`config.mk`:
```
export PLATFORM = sky130hd
export DESIGN_NAME = fls_gen_flat
export DESIGN_NICKNAME = d
export VERILOG_FILES = /design/src/rtl/fls_gen_if.sv /design/src/rtl/fls_gen.sv /design/src/flat_wrapper.sv
export SDC_FILE = /design/constraint.sdc
export NUM_CORES = 1
export LEC_CHECK = 0
export ABC_AREA = 1
export CORE_ASPECT_RATIO = 1.1
export CORE_MARGIN = 2
export CORE_UTILIZATION = 45
export CTS_BUF_LIST = sky130_fd_sc_hd__clkbuf_4
export CTS_CLUSTER_DIAMETER = 40
export CTS_CLUSTER_SIZE = 40
export DETAILED_ROUTE_END_ITERATION = 7
export GPL_ROUTABILITY_DRIVEN = 0
export PLACE_DENSITY = 0.68
export SKIP_LAST_GASP = 1
export SYNTH_ARGS = -nofsm -noshare
export SYNTH_HDL_FRONTEND = slang
export SYNTH_SLANG_ARGS = --single-unit
```
`constraint.sdc`:
```
create_clock -name clk -period 1.9 [get_ports clk]
set_input_delay 0.57 -clock clk [delete_from_list [all_inputs] [get_ports clk]]
set_output_delay 0.57 -clock clk [all_outputs]
set_load 0.02 [all_outputs]
```
`src/rtl/fls_gen_if.sv`:
```
// fls_gen_if: step/seed inputs and sequence outputs of fls_gen (master = driver, slave = generator)
// Signals: i_en step request, i_clr restart, i_d seed, o_f term, o_loaded seeds done, o_ovf sticky overflow, o_cnt term count
interface fls_gen_if #(
    parameter int WIDTH = 7,
    parameter int CNT_W = 8
);
    logic             i_en;
    logic             i_clr;
    logic [WIDTH-1:0] i_d;
    logic [WIDTH-1:0] o_f;
    logic             o_loaded;
    logic             o_ovf;
    logic [CNT_W-1:0] o_cnt;
    modport master (output i_en, i_clr, i_d, input o_f, o_loaded, o_ovf, o_cnt);
    modport slave (input i_en, i_clr, i_d, output o_f, o_loaded, o_ovf, o_cnt);
endinterface

```
`src/rtl/fls_gen.sv`:
```
// fls_gen: order-DEPTH Fibonacci-like sequence generator, one term per rising edge of en
// Ports: clk; rst (async, active-low); bus (fls_gen_if.slave: i_en, i_clr, i_d in; o_f, o_loaded, o_ovf, o_cnt out)
// Macro FLS_SAT_EN: overflowing terms saturate at all-ones instead of wrapping.
module fls_gen #(
    parameter int WIDTH = 7,
    parameter int DEPTH = 2,
    parameter int CNT_W = 8
) (
    input logic      clk,
    input logic      rst,
    fls_gen_if.slave bus
);
    typedef enum logic {S_LOAD, S_RUN} state_t;
    state_t                      r_state, w_state_nx;
    logic [DEPTH-1:0][WIDTH-1:0] r_hist;
    logic [WIDTH-1:0]            r_f, w_f_nx, w_next;
    logic [1:0]                  r_idx, w_idx_nx;
    logic [CNT_W-1:0]            r_cnt, w_cnt_nx;
    logic [WIDTH+1:0]            w_sum;
    logic                        r_ovf, w_ovf_nx, r_en_q, r_armed, w_rise, w_big, w_last;
    // r_armed blocks the first edge after reset release so an en already high then only gets sampled
    assign w_rise = bus.i_en & ~r_en_q & r_armed;
    assign w_last = r_idx == 2'(DEPTH - 1);
    // two guard bits hold the sum of up to four WIDTH-bit terms
    always_comb begin
        w_sum = '0;
        for (int i = 0; i < DEPTH; i++) w_sum = w_sum + {2'b00, r_hist[i]};
    end
    assign w_big = |w_sum[WIDTH+1:WIDTH];
`ifdef FLS_SAT_EN
    assign w_next = w_big ? '1 : w_sum[WIDTH-1:0];
`else
    assign w_next = w_sum[WIDTH-1:0];
`endif
    always_comb begin
        w_state_nx = r_state;
        w_idx_nx   = r_idx;
        w_f_nx     = r_f;
        w_ovf_nx   = r_ovf;
        w_cnt_nx   = r_cnt;
        if (bus.i_clr) begin
            w_state_nx = S_LOAD;
            w_idx_nx   = '0;
            w_f_nx     = '0;
            w_ovf_nx   = 1'b0;
            w_cnt_nx   = '0;
        end else if (w_rise) begin
            w_cnt_nx = &r_cnt ? r_cnt : r_cnt + CNT_W'(1);
            if (r_state == S_LOAD) begin
                w_f_nx     = bus.i_d;
                w_state_nx = w_last ? S_RUN : S_LOAD;
                w_idx_nx   = w_last ? 2'd0 : r_idx + 2'd1;
            end else begin
                w_f_nx   = w_next;
                w_ovf_nx = r_ovf | w_big;
            end
        end
    end
    // the newest history entry always equals the term just presented on f
    always_ff @(posedge clk or negedge rst) begin
        if (!rst) begin
            r_state <= S_LOAD;
            r_idx   <= '0;
            r_f     <= '0;
            r_ovf   <= 1'b0;
            r_cnt   <= '0;
            r_en_q  <= 1'b0;
            r_armed <= 1'b0;
            r_hist  <= '0;
        end else begin
            r_state <= w_state_nx;
            r_idx   <= w_idx_nx;
            r_f     <= w_f_nx;
            r_ovf   <= w_ovf_nx;
            r_cnt   <= w_cnt_nx;
            r_en_q  <= bus.i_en;
            r_armed <= 1'b1;
            if (bus.i_clr)
                r_hist <= '0;
            else if (w_rise)
                r_hist <= {r_hist[DEPTH-2:0], w_f_nx};
        end
    end
    assign bus.o_f      = r_f;
    assign bus.o_loaded = r_state == S_RUN;
    assign bus.o_ovf    = r_ovf;
    assign bus.o_cnt    = r_cnt;
endmodule

```
`src/flat_wrapper.sv`:
```
// flat-port wrapper written by rule: the top's interface ports become plain ports
module fls_gen_flat 
#(
    parameter int WIDTH = 7,
    parameter int DEPTH = 2,
    parameter int CNT_W = 8
)
  (clk, rst, bus_i_en, bus_i_clr, bus_i_d, bus_o_f, bus_o_loaded, bus_o_ovf, bus_o_cnt);
  fls_gen_if #(.WIDTH(WIDTH), .CNT_W(CNT_W)) bus_i ();
  input logic clk;
  input logic rst;
  input wire logic [$bits(bus_i.i_en)-1:0] bus_i_en;
  input wire logic [$bits(bus_i.i_clr)-1:0] bus_i_clr;
  input wire logic [$bits(bus_i.i_d)-1:0] bus_i_d;
  output wire logic [$bits(bus_i.o_f)-1:0] bus_o_f;
  output wire logic [$bits(bus_i.o_loaded)-1:0] bus_o_loaded;
  output wire logic [$bits(bus_i.o_ovf)-1:0] bus_o_ovf;
  output wire logic [$bits(bus_i.o_cnt)-1:0] bus_o_cnt;
  assign bus_i.i_en = bus_i_en;
  assign bus_i.i_clr = bus_i_clr;
  assign bus_i.i_d = bus_i_d;
  assign bus_o_f = bus_i.o_f;
  assign bus_o_loaded = bus_i.o_loaded;
  assign bus_o_ovf = bus_i.o_ovf;
  assign bus_o_cnt = bus_i.o_cnt;
  fls_gen #(.WIDTH(WIDTH), .DEPTH(DEPTH), .CNT_W(CNT_W)) u_core (.clk(clk), .rst(rst), .bus(bus_i));
endmodule
```
==> results.cfg, run 1 <==
[power_and_ir_drop]
pwr-share-comb = 0.193
p_leak_nw = 1.350
switchingPower_mw = 0.4153
p_int_mw = 1.051
pwr-share-seq = 0.547
clockPowerShare = 0.260
p_per_area_mw_per_mm2 = 612.3
p_sw_frac = 0.2832
peakVddDrop_uv = 387.2

[timing]
fin_crit_sh = 0.9223
hold_ws_ns = 0.4800
finalHoldViolations = 0
max_freq_mhz = 570.7
fin_crit_ns = 1.752
skew_ns = 0.007287
rsz0062_at_grt = false
slew_violations = 0
setup_viol = 0

[logic_synthesis]
syn_area_mm2 = 0.001901
synth.avg_cell_area_um2 = 8.410
ys_ff_latch = 35
yosys_most_used_dff = dfrtp_1
synth_top_family_by_area = simple AND/OR/NAND/NOR gates
ys_seq_area_frac = 0.4608
ys_types = 35
syn_inst = 226
syn_nets = 246
yosys.area_share.xor_xnor = 0.01382
synthArstFlopShare = 1.000
synthAdderAreaFrac = 0.06320
yosys.area_share.simple = 0.2567
synth_compound_area_frac = 0.1271
synth_edf_count = 0
ys.warnings.count = 0
synthMuxAreaShare = 0

[die]
top_level_ports = 28
core_mm2 = 0.004024
fp.dieH_um = 72.16
die_width_um = 65.97
initial_core_util = 0.4723
rows = 24
die_area_mm2 = 0.004760

[route]
vias_per_cell = 4.997
drc = 0
wl_per_cell_um = 12.88
first_iter_violations = 57
vias = 1619
dr.pass1.iters = 4
drtAntennaViolNets = 0
routed_wirelength_um = 4173

[clock_network]
clock_latency_ns = 0.33
htreeDepth = 2
cts_buffers = 5
cts_buffer_depth = 2
clock-root-buffer = clkbuf_4
clock-sinks = 35
post_cts_buffers = 0
cts_tree = yes
clk_pin_slew_ns = 0.10
cts_hold_buf = 0

[worst_setup_path]
startpoint = u_core.r_hist[0]
r2r-start = u_core.r_hist[0]
cp_max_fo = 3
crit_arrival_ns = 1.97
worstPathRequired_ns = 2.12
worst-setup-path-type = flip-flop to flip-flop
cp-start-kind = flip-flop
endpoint_kind = flip-flop

[final_layout]
syn_to_final_growth_pct = 26.00
stdcell_count = 324
nNetsFinal = 291
drive_above_1_share = 0.1507
n_antenna_cell = 0

[global_route]
grt_pass1_vias = 1609
gr-usage-all-layers = 0.1963
grt_start_max_net_pins = 36
grt_overflow = 0
antenna_found_initial = 0
grt_pass1_wl_um = 7107

[outcome]
outcome = finished clean

[job]
drv_cap = 0

[placement]
dp_hpwl_um = 3218
io_buffers = 27
dp_cells = 316

[min_path]
hold_class = flip-flop to flip-flop
worstHoldStart = u_core.r_idx[1]
[logic make-up after synthesis]
group                    count (synthesis)
AO/OA/AOI/OAI                           41
AND/OR/NAND/NOR                        104
buffers and inverters                   33
XOR/XNOR                                 3
other                                    1
adder cells (fa/ha/maj)                  9
flip-flops                              35
[synthesized netlist by cell type, types with 5 or more instances]
library cell,number,area [um2]
o21ai_0,10,50.05
nand2_1,55,206.5
inv_1,25,93.84
ha_1,8,100.1
nand3_1,12,60.06
nor2_1,17,63.81
a21oi_1,16,80.08
o31ai_1,5,37.54
dfrtp_1,35,875.8
[per-stage QoR]
step	total power [mW]	TNS, ns	worst slack (ns)	utilization	instance area, um2
3_3_place_gp	1.109	-0.1626	-0.03933	0.5793	2331
5_1_grt	1.548	0	0.01235	0.5951	2395
3_5_place_dp	1.112	-0.6188	-0.07857	0.5793	2331
4_1_cts	1.488	0	0.007316	0.5896	2372
6_report	1.466	0	0.1477	0.5951	2395
2_1_floorplan	0.9637	0	0.2907	-	1901
[power groups by stage]
stage	logic [mW]	registers, mW	clock network [mW]
final	0.283	0.802	0.382
after global routing	0.311	0.806	0.431
after CTS	0.287	0.803	0.399
after detailed placement	0.294	0.817	0
after global placement	0.292	0.817	0
after floorplan	0.118	0.846	0
[final cells by class]
class                      count  area [um2]
multi-input combinational    158       882.1
sequential                    35       875.8
fill                         384        1629
clock buffer                   6       45.04
clock inverter                 2       7.507
inverter                      28       107.6
tap                           52       65.06
timing repair buffer          43       411.6
[per-layer routing]
layer  GRT usage  vias up  share of wire
li1            -      824              -
met1      0.2551      767           0.47
met2      0.3221       23           0.49
met3     0.04496        5          0.033
met4     0.07256        0          0.013
met5           0        -              0
[final timing paths]
check / to / slack [ns] / cells past startpoint
worst max register to register: u_core.bus.o_f[4] / 0.15 / 9
worst max-delay path: u_core.bus.o_f[4] / 0.15 / 9
max in group asynchronous: u_core.r_hist[11] / 1.11 / 2
min in group asynchronous: u_core.bus.o_f[2] / 0.60 / 2
worst min-delay path: u_core.bus.o_loaded / 0.48 / 1
worst min register to register: u_core.bus.o_loaded / 0.48 / 1
[repair_timing]
| action | CTS | global route |
|---|---|---|
| setup endpoints to repair | 9 | 10 |
| resized for setup | 9 | 9 |
| pin swaps | 0 | 0 |
[worst max-delay path, cell delays in order (launching register included)]
cell	delay [ns]
dfrtp_1	0.40
ha_1	0.25
fa_2	0.36
nand2_1	0.08
nand2_1	0.09
a21o_1	0.16
nand3_1	0.07
nand2_1	0.08
o21ai_0	0.09
nor2_1	0.06
[sequential cells by signal, indices dropped and copies added (netlist names)]
signal and cells:
u_core.bus.o_f 7, u_core.bus.o_loaded 1, u_core.r_hist 14, u_core.r_armed 1, u_core.r_idx 2, u_core.bus.o_ovf 1
u_core.bus.o_cnt 8, u_core.r_en_q 1
[cells in the final DEF (no fill, tap or decap), drive strengths merged]
master and instances:
a21o 1, a21oi 17, a22o 1, a31oi 1, buf 16, clkbuf 6
clkdlybuf4s50 10, clkinv 2, conb 1, dfrtp 35, dlygate4sd2 9, dlymetal6s2s 8
fa 1, ha 8, inv 28, nand2 59, nand3 12, nand3b 1
nand4 4, nor2 22, nor3 3, o21ai 14, o22ai 1, o31ai 6
or2 3, xnor2 1, xor2 2
Power figures use the tool's default switching activity.
==> inputs of run 2 (changes only) <==
--- a/config.mk
+++ b/config.mk
@@ -19,3 +19,4 @@
 export SYNTH_ARGS = -nofsm -noshare
 export SYNTH_HDL_FRONTEND = slang
 export SYNTH_SLANG_ARGS = --single-unit
+export TNS_END_PERCENT = 100
==> results of run 2 <==
The final DEF is identical to that of run 1; final timing and power are the same.
==> inputs of run 3 (changes only) <==
--- a/config.mk
+++ b/config.mk
@@ -7,7 +7,6 @@
 export LEC_CHECK = 0
 export ABC_AREA = 1
 export CORE_ASPECT_RATIO = 1.1
-export CORE_MARGIN = 2
 export CORE_UTILIZATION = 45
 export CTS_BUF_LIST = sky130_fd_sc_hd__clkbuf_4
 export CTS_CLUSTER_DIAMETER = 40
==> run 3 against run 2 <==
Register-to-register slack improved by 0.02 ns. Final area increased by 0.52%. Flip-flop and latch count unchanged. Die area decreased by 5.7%. Clock skew decreased by 0.00065 ns. Count of clock-buffer cells in the layout increased by 1. Routed wire length decreased by 1.9%. Sequential share of layout area decreased by 0.19 points. Hold slack got worse by 0.016 ns. Global-route usage increased by 0.55 points. First-iteration DRC count increased by 21%. Clock power increased by 7.9%. Largest cell class unchanged. Highest routed layer unchanged.
==> results.cfg, run 3 (synthesis gave the netlist of run 1 again) <==
[outcome]
outcome = finished clean

[timing]
rsz0062_at_grt = false
slew_violations = 0
fin_crit_sh = 0.9130
skew_ns = 0.006636
finalSetupTns_ns = 0
setup_viol = 0
max_freq_mhz = 576.5
finalHoldViolations = 0
fin_crit_ns = 1.735

[clock_network]
cts_buffers = 5
cts.repair.resized = 11
post_cts_buffers = 0
htreeDepth = 2
clock-sinks = 35
cts_tree = yes
clock-root-buffer = clkbuf_4
cts_hold_buf = 0
clk_pin_slew_ns = 0.11
cts_buffer_depth = 2
clock_latency_ns = 0.33

[die]
die_width_um = 63.97
top_level_ports = 28
die_area_mm2 = 0.004488
fp.dieH_um = 70.16
rows = 24
initial_core_util = 0.4759
core_mm2 = 0.003994

[worst_setup_path]
path_buf_inv = 0
r2r_slack_ns = 0.17
cp_top_family = adder cells
cp-start-kind = flip-flop
crit_arrival_ns = 1.95
path_common_cell = nand2_1
rr_worst_depth = 9
max_stage_delay_ns = 0.40
slowest_stage = dfrtp_1
r2r-start = u_core.r_hist[7]
path_cells = ha_1 -> fa_2 -> nand2_1 -> nand2_1 -> a21o_1 -> nand3_1 -> nand2_1 -> o21ai_0 -> nor2_1
rr_endpoint = u_core.bus.o_f[4]
endpoint_kind = flip-flop
cp_max_fo = 3
worst-setup-path-type = flip-flop to flip-flop
worstPathRequired_ns = 2.12

[final_layout]
syn_to_final_growth_pct = 26.66
layout_common_cells = 55 x nand2_1, 35 x dfrtp_1, 25 x inv_1
multi_input_area_um2 = 882.1
seq_area_um2 = 875.8
n_antenna_cell = 0
largest_reg_flops = 14
drive_above_1_share = 0.1642
nNetsFinal = 293
fill_cells = 354
largest-register = u_core.r_hist
layout_commonest_cell = nand2_1

[route]
drtAntennaViolNets = 0
vias_per_cell = 4.920
first_iter_violations = 69
wl_per_cell_um = 12.56
vias = 1604
drc = 0
dr.pass1.iters = 4
routed_wirelength_um = 4094

[min_path]
min_path_cells = 1
hold_class = flip-flop to flip-flop
worstHoldStart = u_core.r_idx[1]
hold_path_end = u_core.bus.o_loaded

[global_route]
grt_start_max_net_pins = 36
gr-usage-all-layers = 0.2018
grt_pass1_vias = 1541
grt_pass1_wl_um = 6851
antenna_found_initial = 0
grt_overflow = 0

[power_and_ir_drop]
peakVddDrop_uv = 575.1
finalPower_mw = 1.498
p_leak_nw = 1.339
p_per_area_mw_per_mm2 = 622.2

[placement]
dp_hpwl_um = 3145
io_buffers = 27

[job]
drv_cap = 0
run 3: cell type report:
cell class	instances	area share
flip-flops and latches	35	0.3638
clock inverters	1	0.002079
well taps	52	0.02703
inverters	28	0.04470
multi-input cells	158	0.3664
clock buffers	7	0.02183
repair buffers	45	0.1741
run 3: worst reg2reg max path: cells and delay by family, from the launching register on:
kind	cells	cell delay, ns
adders and majority gates	2	0.60
DFF	1	0.40
and+or+nand+nor	5	0.37
AOI/OAI and AO/OA	2	0.25
run 3: routing by layer:
metal	vias up	track usage	routed length [um]
met5	-	0	0
met4	0	0.07828	41
met3	6	0.04412	100
met2	24	0.3227	1949
met1	739	0.2649	2002
li1	835	-	-
run 3: through the flow:
step,setup slack (ns),instances,cell area (um2),util,hold WS (ns)
floorplan,0.2907,226,1901,-,0.2744
global placement,-0.03281,318,2346,0.5874,0.4514
detailed placement,-0.05629,318,2346,0.5874,0.4520
CTS,0.002052,326,2390,0.5984,0.4665
global route,0.04722,326,2407,0.6028,0.4831
finish,0.1653,326,2407,0.6028,0.4637
run 3: worst max path at each step:
stage	start	to	cells after the start
6_report	u_core.r_hist[7]	u_core.bus.o_f[4]	9
2_1_floorplan	u_core.r_hist[0]	u_core.bus.o_f[4]	9
5_1_grt	u_core.r_hist[0]	u_core.bus.o_f[4]	9
4_1_cts	u_core.bus.o_f[1]	bus_o_f[1]	1
3_3_place_gp	bus_i_en	u_core.r_hist[13]	7
3_5_place_dp	bus_i_en	u_core.r_hist[13]	7
run 3: power by group:
group          switching, mW  internal [mW]  total (mW)
Clock                  0.239          0.173       0.412
Sequential            0.0219          0.780       0.802
Combinational          0.163          0.121       0.284
Total                  0.424           1.07        1.50
